`src/rtl/pc11_fifo.sv`:
```
`default_nettype none
// +----------------------------------------------------------------------------+
// | pc11_fifo : PC11 paper tape reader/punch with ARM-side reader/punch FIFOs   |
// | Rev 1.0                                                                      |
// +----------------------------------------------------------------------------+
module pc11_fifo #(
  parameter logic [17:0] ADDR     = 18'o777550,
  parameter logic [7:0]  INTVEC   = 8'o070,
  parameter int          FIFOLOG2 = 4,
  parameter logic [15:0] RDRDLY   = 16'd100,
  parameter logic [15:0] PUNDLY   = 16'd100
) (
  input  logic        CLOCK,
  input  logic        RESET,
  input  logic        armwrite,
  input  logic [1:0]  armraddr,
  input  logic [1:0]  armwaddr,
  input  logic [31:0] armwdata,
  output logic [31:0] armrdata,
  output logic        intreq,
  output logic [7:0]  intvec,
  input  logic [17:0] a_in_h,
  input  logic [1:0]  c_in_h,
  input  logic [15:0] d_in_h,
  input  logic        init_in_h,
  input  logic        msyn_in_h,
  output logic [15:0] d_out_h,
  output logic        ssyn_out_h
);

  localparam int                DEPTH   = 1 << FIFOLOG2;
  localparam int                CW      = FIFOLOG2 + 1;
  localparam logic [CW-1:0]     FULLCNT = CW'(DEPTH);
  localparam logic [CW-1:0]     CONE    = CW'(1);
  localparam logic [FIFOLOG2-1:0] PONE  = FIFOLOG2'(1);
  localparam logic [31:0]       ID      = 32'h50461002;

  typedef enum logic [0:0] {R_IDLE = 1'b0, R_BUSY = 1'b1} rstate_t;
  typedef enum logic [0:0] {P_IDLE = 1'b0, P_WAIT = 1'b1} pstate_t;

  rstate_t rst_q, rst_d;
  pstate_t pst_q, pst_d;

  logic [7:0]          rmem_q [DEPTH];
  logic [7:0]          pmem_q [DEPTH];
  logic [FIFOLOG2-1:0] rwp_q, rwp_d, rrp_q, rrp_d, pwp_q, pwp_d, prp_q, prp_d;
  logic [CW-1:0]       rcnt_q, rcnt_d, pcnt_q, pcnt_d;
  logic                enable_q, enable_d, eof_q, eof_d;
  logic [15:0]         rcsr_q, rcsr_d, pcsr_q, pcsr_d;
  logic [7:0]          rbuf_q, rbuf_d, pbuf_q, pbuf_d;
  logic [15:0]         rdly_q, rdly_d, pdly_q, pdly_d;
  logic [15:0]         dout_q, dout_d;
  logic                ssyn_q, ssyn_d;

  logic        arm1, arm2, arm3;
  logic        bus_go, bus_rd, lo_wr, start, rbuf_rd, pbuf_wr;
  logic [1:0]  sel;
  logic [15:0] bus_rdata;
  logic        r_empty, r_full, p_empty, p_full;
  logic        r_push, r_pop, r_flush, p_push, p_pop, p_flush;
  logic [7:0]  r_head, phead;
  logic        rirq, pirq;
  logic        unused_ok;

  assign unused_ok = ^{armwdata[29:24], armwdata[14:0], d_in_h[15:8]};

  assign arm1 = armwrite && (armwaddr == 2'd1);
  assign arm2 = armwrite && (armwaddr == 2'd2);
  assign arm3 = armwrite && (armwaddr == 2'd3);

  // An ARM write cycle stalls the bus slave for that clock; INIT also blocks it.
  assign bus_go  = enable_q && (a_in_h[17:3] == ADDR[17:3]) && msyn_in_h && !ssyn_q
                   && !armwrite && !init_in_h;
  assign bus_rd  = bus_go && !c_in_h[1];
  assign lo_wr   = bus_go && c_in_h[1] && !(c_in_h[0] && a_in_h[0]);
  assign sel     = a_in_h[2:1];
  assign start   = lo_wr && (sel == 2'd0) && d_in_h[0];
  assign rbuf_rd = bus_rd && (sel == 2'd1);
  assign pbuf_wr = lo_wr && (sel == 2'd3) && pcsr_q[7];

  assign r_empty = (rcnt_q == '0);
  assign r_full  = (rcnt_q == FULLCNT);
  assign p_empty = (pcnt_q == '0);
  assign p_full  = (pcnt_q == FULLCNT);
  assign r_head  = rmem_q[rrp_q];
  assign phead   = p_empty ? 8'h00 : pmem_q[prp_q];

  assign r_flush = arm1 && armwdata[30];
  assign r_push  = arm1 && armwdata[31] && !r_full && !r_flush;
  assign r_pop   = (rst_q == R_BUSY) && (rdly_q == '0) && !r_empty && !start && !init_in_h;
  assign p_flush = arm2 && armwdata[30];
  assign p_pop   = arm2 && armwdata[31] && !p_empty && !p_flush;
  assign p_push  = pbuf_wr && !p_full;

  always_comb begin
    bus_rdata = 16'h0000;
    case (sel)
      2'd0: bus_rdata = rcsr_q & 16'o104300;
      2'd1: bus_rdata = {8'h00, rbuf_q};
      2'd2: bus_rdata = pcsr_q & 16'o100300;
      2'd3: bus_rdata = {8'h00, pbuf_q};
      default: bus_rdata = 16'h0000;
    endcase
  end

  always_comb begin
    armrdata = ID;
    case (armraddr)
      2'd0: armrdata = ID;
      2'd1: armrdata = {8'(rcnt_q), rbuf_q, rcsr_q};
      2'd2: armrdata = {8'(pcnt_q), phead, pcsr_q};
      2'd3: armrdata = {enable_q, eof_q, 4'b0000, INTVEC, ADDR};
      default: armrdata = ID;
    endcase
  end

  assign rirq    = (rcsr_q[15] || rcsr_q[7]) && rcsr_q[6];
  assign pirq    = (pcsr_q[15] || pcsr_q[7]) && pcsr_q[6];
  assign intreq  = rirq || pirq;
  assign intvec  = rirq ? INTVEC : INTVEC + 8'd4;
  assign d_out_h    = dout_q;
  assign ssyn_out_h = ssyn_q;

  always_comb begin
    rwp_d = rwp_q; rrp_d = rrp_q; rcnt_d = rcnt_q;
    pwp_d = pwp_q; prp_d = prp_q; pcnt_d = pcnt_q;
    enable_d = enable_q; eof_d = eof_q;
    if (r_flush) begin
      rwp_d = '0; rrp_d = '0; rcnt_d = '0;
    end else begin
      if (r_push) rwp_d = rwp_q + PONE;
      if (r_pop)  rrp_d = rrp_q + PONE;
      if (r_push && !r_pop)      rcnt_d = rcnt_q + CONE;
      else if (!r_push && r_pop) rcnt_d = rcnt_q - CONE;
    end
    if (p_flush) begin
      pwp_d = '0; prp_d = '0; pcnt_d = '0;
    end else begin
      if (p_push) pwp_d = pwp_q + PONE;
      if (p_pop)  prp_d = prp_q + PONE;
      if (p_push && !p_pop)      pcnt_d = pcnt_q + CONE;
      else if (!p_push && p_pop) pcnt_d = pcnt_q - CONE;
    end
    if (arm3) begin
      enable_d = armwdata[31];
      eof_d    = armwdata[30];
    end
  end

  always_comb begin
    rcsr_d = rcsr_q; rbuf_d = rbuf_q; pcsr_d = pcsr_q; pbuf_d = pbuf_q;
    rdly_d = rdly_q; pdly_d = pdly_q; rst_d = rst_q; pst_d = pst_q;
    dout_d = dout_q; ssyn_d = ssyn_q;

    if (ssyn_q && !msyn_in_h) begin
      ssyn_d = 1'b0;
      dout_d = 16'h0000;
    end else if (bus_go) begin
      ssyn_d = 1'b1;
      dout_d = c_in_h[1] ? 16'h0000 : bus_rdata;
    end
    if (rbuf_rd) rcsr_d[7] = 1'b0;
    if (lo_wr && (sel == 2'd0)) rcsr_d[6] = d_in_h[6];

    // Reader: a start (even while busy) reloads the delay; FSM results override the RBUF-read clear.
    if (start) begin
      rst_d = R_BUSY; rcsr_d[7] = 1'b0; rcsr_d[11] = 1'b1; rbuf_d = 8'h00; rdly_d = RDRDLY;
    end else if (rst_q == R_BUSY) begin
      if (rdly_q != '0) begin
        rdly_d = rdly_q - 16'd1;
      end else if (!r_empty) begin
        rbuf_d = r_head; rcsr_d[11] = 1'b0; rcsr_d[7] = 1'b1; rst_d = R_IDLE;
      end else if (eof_q) begin
        rcsr_d[15] = 1'b1; rcsr_d[11] = 1'b0; rst_d = R_IDLE;
      end
    end

    if (pst_q == P_WAIT) begin
      if (pdly_q != '0) begin
        pdly_d = pdly_q - 16'd1;
      end else if (!p_full) begin
        pcsr_d[7] = 1'b1; pst_d = P_IDLE;
      end
    end
    if (lo_wr && (sel == 2'd2)) pcsr_d[6] = d_in_h[6];
    if (pbuf_wr) begin
      pbuf_d = d_in_h[7:0]; pcsr_d[7] = 1'b0; pst_d = P_WAIT; pdly_d = PUNDLY;
    end

    if (arm1) rcsr_d[15] = armwdata[15];
    if (arm2) pcsr_d[15] = armwdata[15];
  end

  always_ff @(posedge CLOCK) begin
    if (r_push) rmem_q[rwp_q] <= armwdata[23:16];
    if (p_push) pmem_q[pwp_q] <= d_in_h[7:0];
  end

  // FIFO state and enable/eof survive bus INIT; only RESET clears them.
  always_ff @(posedge CLOCK) begin
    if (RESET) begin
      rwp_q <= '0; rrp_q <= '0; rcnt_q <= '0;
      pwp_q <= '0; prp_q <= '0; pcnt_q <= '0;
      enable_q <= 1'b0; eof_q <= 1'b0;
    end else begin
      rwp_q <= rwp_d; rrp_q <= rrp_d; rcnt_q <= rcnt_d;
      pwp_q <= pwp_d; prp_q <= prp_d; pcnt_q <= pcnt_d;
      enable_q <= enable_d; eof_q <= eof_d;
    end
  end

  always_ff @(posedge CLOCK) begin
    if (RESET || init_in_h) begin
      rcsr_q <= 16'o0;   rbuf_q <= 8'h00;
      pcsr_q <= 16'o200; pbuf_q <= 8'h00;
      rdly_q <= '0;      pdly_q <= '0;
      rst_q  <= R_IDLE;  pst_q  <= P_IDLE;
      dout_q <= 16'h0000; ssyn_q <= 1'b0;
    end else begin
      rcsr_q <= rcsr_d;  rbuf_q <= rbuf_d;
      pcsr_q <= pcsr_d;  pbuf_q <= pbuf_d;
      rdly_q <= rdly_d;  pdly_q <= pdly_d;
      rst_q  <= rst_d;   pst_q  <= pst_d;
      dout_q <= dout_d;  ssyn_q <= ssyn_d;
    end
  end

endmodule
`default_nettype wire

```
`config.mk`:
```
export PLATFORM = sky130hd
export DESIGN_NAME = pc11_fifo
export DESIGN_NICKNAME = d
export VERILOG_FILES = /design/src/rtl/pc11_fifo.sv
export SDC_FILE = /design/constraint.sdc
export NUM_CORES = 1
export LEC_CHECK = 0
export CAP_MARGIN = 25
export CORE_MARGIN = 1.5
export CORE_UTILIZATION = 58
export CTS_CLUSTER_SIZE = 20
export DETAILED_ROUTE_END_ITERATION = 8
export PLACE_DENSITY = 0.88
export SLEW_MARGIN = 20
export SYNTH_ARGS = -nofsm -noshare
export SYNTH_HDL_FRONTEND = slang
export SYNTH_SLANG_ARGS = --single-unit
export TNS_END_PERCENT = 1
```
`constraint.sdc`:
```
create_clock -name CLOCK -period 4.39 [get_ports CLOCK]
set_input_delay 0.878 -clock CLOCK [delete_from_list [all_inputs] [get_ports CLOCK]]
set_output_delay 0.878 -clock CLOCK [all_outputs]
set_load 0.01 [all_outputs]
```
; ---- Word level (Yosys, flattened, before mapping)
; Memories as Yosys holds them, arrays and structs flattened. A register that Yosys moved wholly into a read port is not among the register bits.
; Cells that the tools add are included.
[word_totals]
register_bits = 94
word_cells = 193
ramBits = 256
mem_count = 2
out_inout_bits = 58
inputBits = 77
[memory_table]
columns = memory, words, word_bits, read_ports, rd_ports_with_merged_regs, wr, line_no
row1 = pmem_q, 16, 8, 1, 1, 1, 45  ; logic [7:0] pmem_q [DEPTH];
row2 = rmem_q, 16, 8, 1, 1, 1, 44  ; logic [7:0] rmem_q [DEPTH];
[classes]
eq_ne = 18
reduce_logical = 88
bitwise_logic = 2
n_mux = 49
addsub = 10
[op_table]
columns = op, count
row1 = one-hot mux 32 bit (4 select lines), 1
row2 = one-hot mux 16 bit (4 select lines), 1
row3 = 2-to-1 mux 7 bit, 6
row4 = logical AND 1 bit, 38
row5 = 2-to-1 mux 1 bit, 32
row6 = nonzero test 16 bit, 2
row7 = subtractor 16 x 1 -> 16 bit (second input constant), 2
row8 = 2-to-1 mux 5 bit, 4
row9 = nonzero test 2 bit, 9
row10 = zero test 1 bit, 17
row11 = adder 4 x 1 -> 4 bit (second input constant), 4
row12 = zero test 16 bit, 1
row13 = 2-to-1 mux 16 bit, 1
row14 = equality test 15 bit (second input constant), 1
row15 = equality test 2 bit (second input constant), 6
row16 = adder 5 x 1 -> 5 bit (second input constant), 2
row17 = equality test 5 bit (second input constant), 2
row18 = zero test 5 bit, 2
row19 = inequality test 2 bit (second input constant), 5
row20 = OR reduction 2 bit, 5
row21 = subtractor 5 x 1 -> 5 bit (second input constant), 2
row22 = AND reduction 3 bit, 3
row23 = 2-to-1 mux 4 bit, 2
row24 = 2-to-1 mux 8 bit, 1
row25 = 8 further kinds, 18

; ---- Longest topological paths before layout
[logic_depth]
depth_word = 16
depth_mapped = 13
mapped_depth_nobuf = 13

; ---- Worst setup path after synthesis
; No wires, ideal clock.
[synth_timing]
path_type = input to register
startpoint = input a_in_h[7]
endpoint = register rcnt_q[4]
setup_slack_ns = 0.909
n_path_buf = 0
arrival_time_ns = 3.412
path_stages = 12
required_time_ns = 4.320
setup_time_ns = 0.070
path_cell_list = nand4b_1 nor4_1 a41o_1 or2_2 ha_1 inv_1 fa_1 a21o_1 a21oi_1 xnor2_1 or3_1 a21oi_1
[synth_via]
elab_chain_len = 16
word_cells_on_any_way = 18
cone_classes = eq/ne (1) / mux (1) / reduce/logical (16)
[synth_rtl]
columns = element, line_no
row1 = start: declaration, 22  ; input logic [17:0] a_in_h,
row2 = equality test 15 bit (*), 72  ; assign bus_go = enable_q && (a_in_h[17:3] == ADDR[17:3]) && msyn_in_h && !ssyn_q
row3 = logical AND 1 bit (*) (3 in series), 72
row4 = logical AND 1 bit (*) (2 in series), 73  ; && !armwrite && !init_in_h;
row5 = logical AND 1 bit (*) (2 in series), 75  ; assign lo_wr = bus_go && c_in_h[1] && !(c_in_h[0] && a_in_h[0]);
row6 = logical AND 1 bit (*) (2 in series), 77  ; assign start = lo_wr && (sel == 2'd0) && d_in_h[0];
row7 = zero test 1 bit (*), 90  ; assign r_pop = (rst_q == R_BUSY) && (rdly_q == '0) && !r_empty && !start && !init_in_h;
row8 = logical AND 1 bit (*) (2 in series), 90
row9 = zero test 1 bit, 133  ; if (r_push && !r_pop) rcnt_d = rcnt_q + CONE;
row10 = logical AND 1 bit, 133
row11 = 2-to-1 mux 5 bit / nonzero test 2 bit (equally long branches), n/a
row12 = end signal: assignment, 206  ; rwp_q <= rwp_d; rrp_q <= rrp_d; rcnt_q <= rcnt_d;
row13 = end: declaration, 47  ; logic [CW-1:0] rcnt_q, rcnt_d, pcnt_q, pcnt_d;
; Mark *: on every way between the ends. The rest lies on a longest branch, timed or not.
; A chain may end at the register's enable or synchronous reset.

; ---- Final worst setup path
[layout_timing]
startpoint = input armraddr[1]
endpoint = output armrdata[25]
[layout_via]
elab_chain_len = 2
word_cells_on_any_way = 5
cone_classes = eq/ne (3) / mux (1) / reduce/logical (1)
[layout_rtl]
columns = element, line_no
row1 = start: declaration, 16  ; input logic [1:0] armraddr,
row2 = equality test 2 bit (tied with other cells), 108  ; case (armraddr)
row3 = one-hot mux 32 bit (4 select lines) (*), 108
row4 = end: declaration, 19  ; output logic [31:0] armrdata,
; Mark *: on every way between the ends. The rest lies on a longest branch, timed or not. The select of a mux whose other input is x is not followed.

==> qor.yml <==
finish:
  antenna_cells: 0
  layout-drive-gt1-share_pct: 16.0
  syn2layout_area_growth_pct: 17.3
  fin_util_pct: 69.8
  seq_area_um2: 9690
  finalNonFillerCells: 1538
  nFillCells: 1542
  multi_input_area_um2: 5020
  final_net_count: 1284
  post-route-cell-area_um2: 17700
floorplan:
  fp.coreArea_um2: 25400
  start_util_pct: 59.5
  die_h_um: 164
  row_count: 58
  io_pins: 135
  dieArea_um2: 27000
  dieWidth_um: 164
worst_setup_path:
  reg2reg_depth: 12
  slowest_stage: "ha_1"
  crit_start: "armraddr[1]"
  crit_top_cell: "clkdlybuf4s50_1"
  crit_arrival_ns: 3.20
  crit_path_cell_trace: "clkdlybuf4s50_1 -> inv_1 -> ha_1 -> a22oi_1 -> nor2_1 -> clkdlybuf4s50_1"
  reg2reg_to: "rcnt_q[4]$_SDFFE_PP0P_"
  r2r_slack_ns: 0.53
  crit_path_max_fanout: 17
  crit_cells: 6
  cp-endpoint: "armrdata[25]"
  endpoint_kind: "output pin"
  cp_num_buf_inv: 3
  cp.required_ns: 3.51
  crit_path_start_kind: "input pin"
  max_stage_delay_ns: 0.65
  critPathTopFamily: "buffers and inverters"
  crit_type: "in2out"
  rr_startpoint: "rdly_q[12]$_SDFFE_PP0P_"
synthesis:
  synth-compound-area-share_pct: 5.19
  synth-simple-area-share_pct: 9.45
  synth_seq_cells: 356
  ys.flop_type: "edfxtp_1"
  synth_edf_count: 256
  synth.cell_area_um2: 15100
  synth-xor-area-share_pct: 2.38
  synth_mux_area_share_pct: 13.5
  synth.top_cell.area_share_pct: 50.9
  ys_async_sr_fraction_pct: 0
  synthAdderAreaFrac_pct: 2.25
  syn_inst: 1052
  yosysWarnings: 0
  yosys.area.top_type: "edfxtp_1"
  synth_area_leaders: "edfxtp_1 (51%), dfxtp_1 (13%), mux4_2 (9.8%)"
  synth.yosys.seq_area_share_pct: 64.1
  syn_avg_cell_area_um2: 14.4
  synth_cell_types: 64
  synth_top_family_by_area: "multiplexers"
sta:
  setup_tns_ns: 0
  max_freq_mhz: 245
  fin_ws_ns: 0.311
  worst_slew_pin_slew_ns: 0.922
  setup_violations: 0
  slew_headroom_pct: 38.4
  rsz0062_at_grt: "no"
  fin_crit_ns: 4.08
  post-route-period-util_pct: 92.9
  hold_viol: 0
  drv_slew: 0
  fin_skew_ns: 0.0254
clocking:
  cts_setup_buffers: 0
  h-tree-depth: 2
  clk_pin_slew_worst_paths_ns: 0.06
  cts_made_buffers: 36
  cts_tree: "done"
  clock-root-buffer: "clkbuf_16"
  hold_buffers: 0
  cts-resized-gates: 0
  clock_latency_ns: 0.53
  cts_sinks: 356
  clock_path_buffers: 3
global_route:
  overflow: 0
  grt_max_degree: 36
  grt_first_pass_wirelength_mm: 53.2
  grt_usage_pct: 26.3
  antenna_found_initial: 0
  grt_pass1_vias: 9463
placed_design:
  gp_congestion: 0.892
  dpl.cell_count: 1471
  placed_cell_area_um2: 16500
  port_buffers: 88
  place_hpwl_mm: 23.1
  pre_cts_ws_ns: 0.195
status:
  outcome: "finished clean"
detailed_routing:
  vias: 9765
  via_per_inst: 6.35
  dr.pass1.iters: 6
  drt-initial-drc-count: 1034
  routed_wl_mm: 34.9
  final_antenna_net_count: 0
  detail_route.wl_per_cell_um: 22.7
  drc: 0
pwr:
  vdd_ir_drop_max_uv: 396
  power.leakage_nw: 5.95
  power_density_nw_per_um2: 383
min_path:
  hold_path_class: "reg2reg"
job:
  drv_cap: 0
==> layout make-up <==
| cell class | count | area share [%] |
|---|---|---|
| multi-input combinational | 612 | 28.3 |
| clock buffer | 50 | 5.96 |
| clock inverter | 15 | 0.642 |
| sequential | 356 | 54.7 |
| timing repair buffer | 146 | 7.48 |
| inverter | 29 | 0.614 |
| tap | 330 | 2.33 |
==> cells in the mapped netlist (all sizes together) (19+ instances only) <==
cell,n
edfxtp,256
nor2,118
dfxtp,100
mux4,66
mux2i,55
nand2,47
a21oi,45
buf,39
clkbuf,31
inv,29
ha,24
xnor2,22
nand3,20
xor2,19
==> routing by layer <==
metal  wire (um)  vias to the layer above  share of wire, %  GRT usage [%]
met5           0                        -                 0              0
met4        1700                        0               4.9           12.9
met3        3170                      132               9.1           3.99
met2       16800                      627                48           43.0
met1       13200                     4789                38           34.8
li1            -                     4217                 -              -
==> where the power goes <==
group | switching, mW | leakage, nW | internal [mW]
logic | 0.121 | 2.27 | 0.0831
registers | 0.00340 | 3.11 | 3.60
clock network | 1.24 | 0.579 | 1.75
total | 1.36 | 5.95 | 5.43
==> per-stage QoR <==
stage / total power [mW] / hold WS, ns
after floorplan: 3.76 / 0.445
after global placement: 3.86 / 0.442
after detailed placement: 3.87 / 0.452
after CTS: 6.82 / 0.460
after global routing: 6.97 / 0.474
final: 6.79 / 0.458
==> registers in the layout, indices dropped and copies added, names as in the netlist, 3 cells and up, named ones only <==
name,cells
d_out_h,10
rcnt_q,5
rcsr_q,4
pbuf_q,8
pcnt_q,5
pcsr_q,3
prp_q,4
rmem_q,128
rbuf_q,8
rrp_q,4
pdly_q,16
pwp_q,4
rdly_q,16
pmem_q,128
rwp_q,4
==> worst min path at each step <==
stage	startpoint	to	slack [ns]	cells after the start
2_1_floorplan	pdly_q[1]$_SDFFE_PP0P_	pdly_q[1]$_SDFFE_PP0P_	0.45	2
3_3_place_gp	d_out_h[15]$_SDFFE_PP0N_	d_out_h[15]$_SDFFE_PP0N_	0.44	2
3_5_place_dp	d_out_h[3]$_SDFFE_PP0N_	d_out_h[3]$_SDFFE_PP0N_	0.45	2
4_1_cts	d_out_h[3]$_SDFFE_PP0N_	d_out_h[3]$_SDFFE_PP0N_	0.46	2
5_1_grt	d_out_h[0]$_SDFFE_PP0N_	d_out_h[0]$_SDFFE_PP0N_	0.47	2
6_report	d_out_h[3]$_SDFFE_PP0N_	d_out_h[3]$_SDFFE_PP0N_	0.46	2
==> cells by family after synthesis <==
family / Yosys count
compound gates: 120
xor+xnor: 41
fa+ha+maj: 26
buf+inv: 99
flops: 356
mux: 121
other cells: 2
simple gates: 287
==> tightest hold or removal path: stages (launching register included) <==
cell and delay, ns:
dfxtp_1 0.31, nand2_1 0.05, a21oi_1 0.05
==> placed cells by master, fill, tap and decap left out, drive strengths merged, types with 4 or more instances in the layout <==
cell / synthesis / routed
or4: 9 / 9
a22oi: 12 / 12
nand4: 12 / 12
a211oi: 9 / 9
or2: 4 / 4
mux2i: 55 / 55
nor4: 10 / 10
or3: 12 / 12
o21ai: 14 / 14
nand2b: 8 / 8
clkinv: 0 / 12
conb: 2 / 17
edfxtp: 256 / 256
buf: 39 / 57
nand2: 47 / 47
nor3: 16 / 16
a21oi: 45 / 45
o31ai: 4 / 4
a21o: 7 / 7
clkdlybuf4s50: 0 / 88
ha: 24 / 24
nand4b: 6 / 6
dfxtp: 100 / 100
mux4: 66 / 66
nand3b: 5 / 5
a221oi: 5 / 5
inv: 29 / 31
clkbuf: 31 / 51
nand3: 20 / 20
nor2: 118 / 118
xnor2: 22 / 22
xor2: 19 / 19
a2111oi: 4 / 4
(Power assumes the default switching activity.)
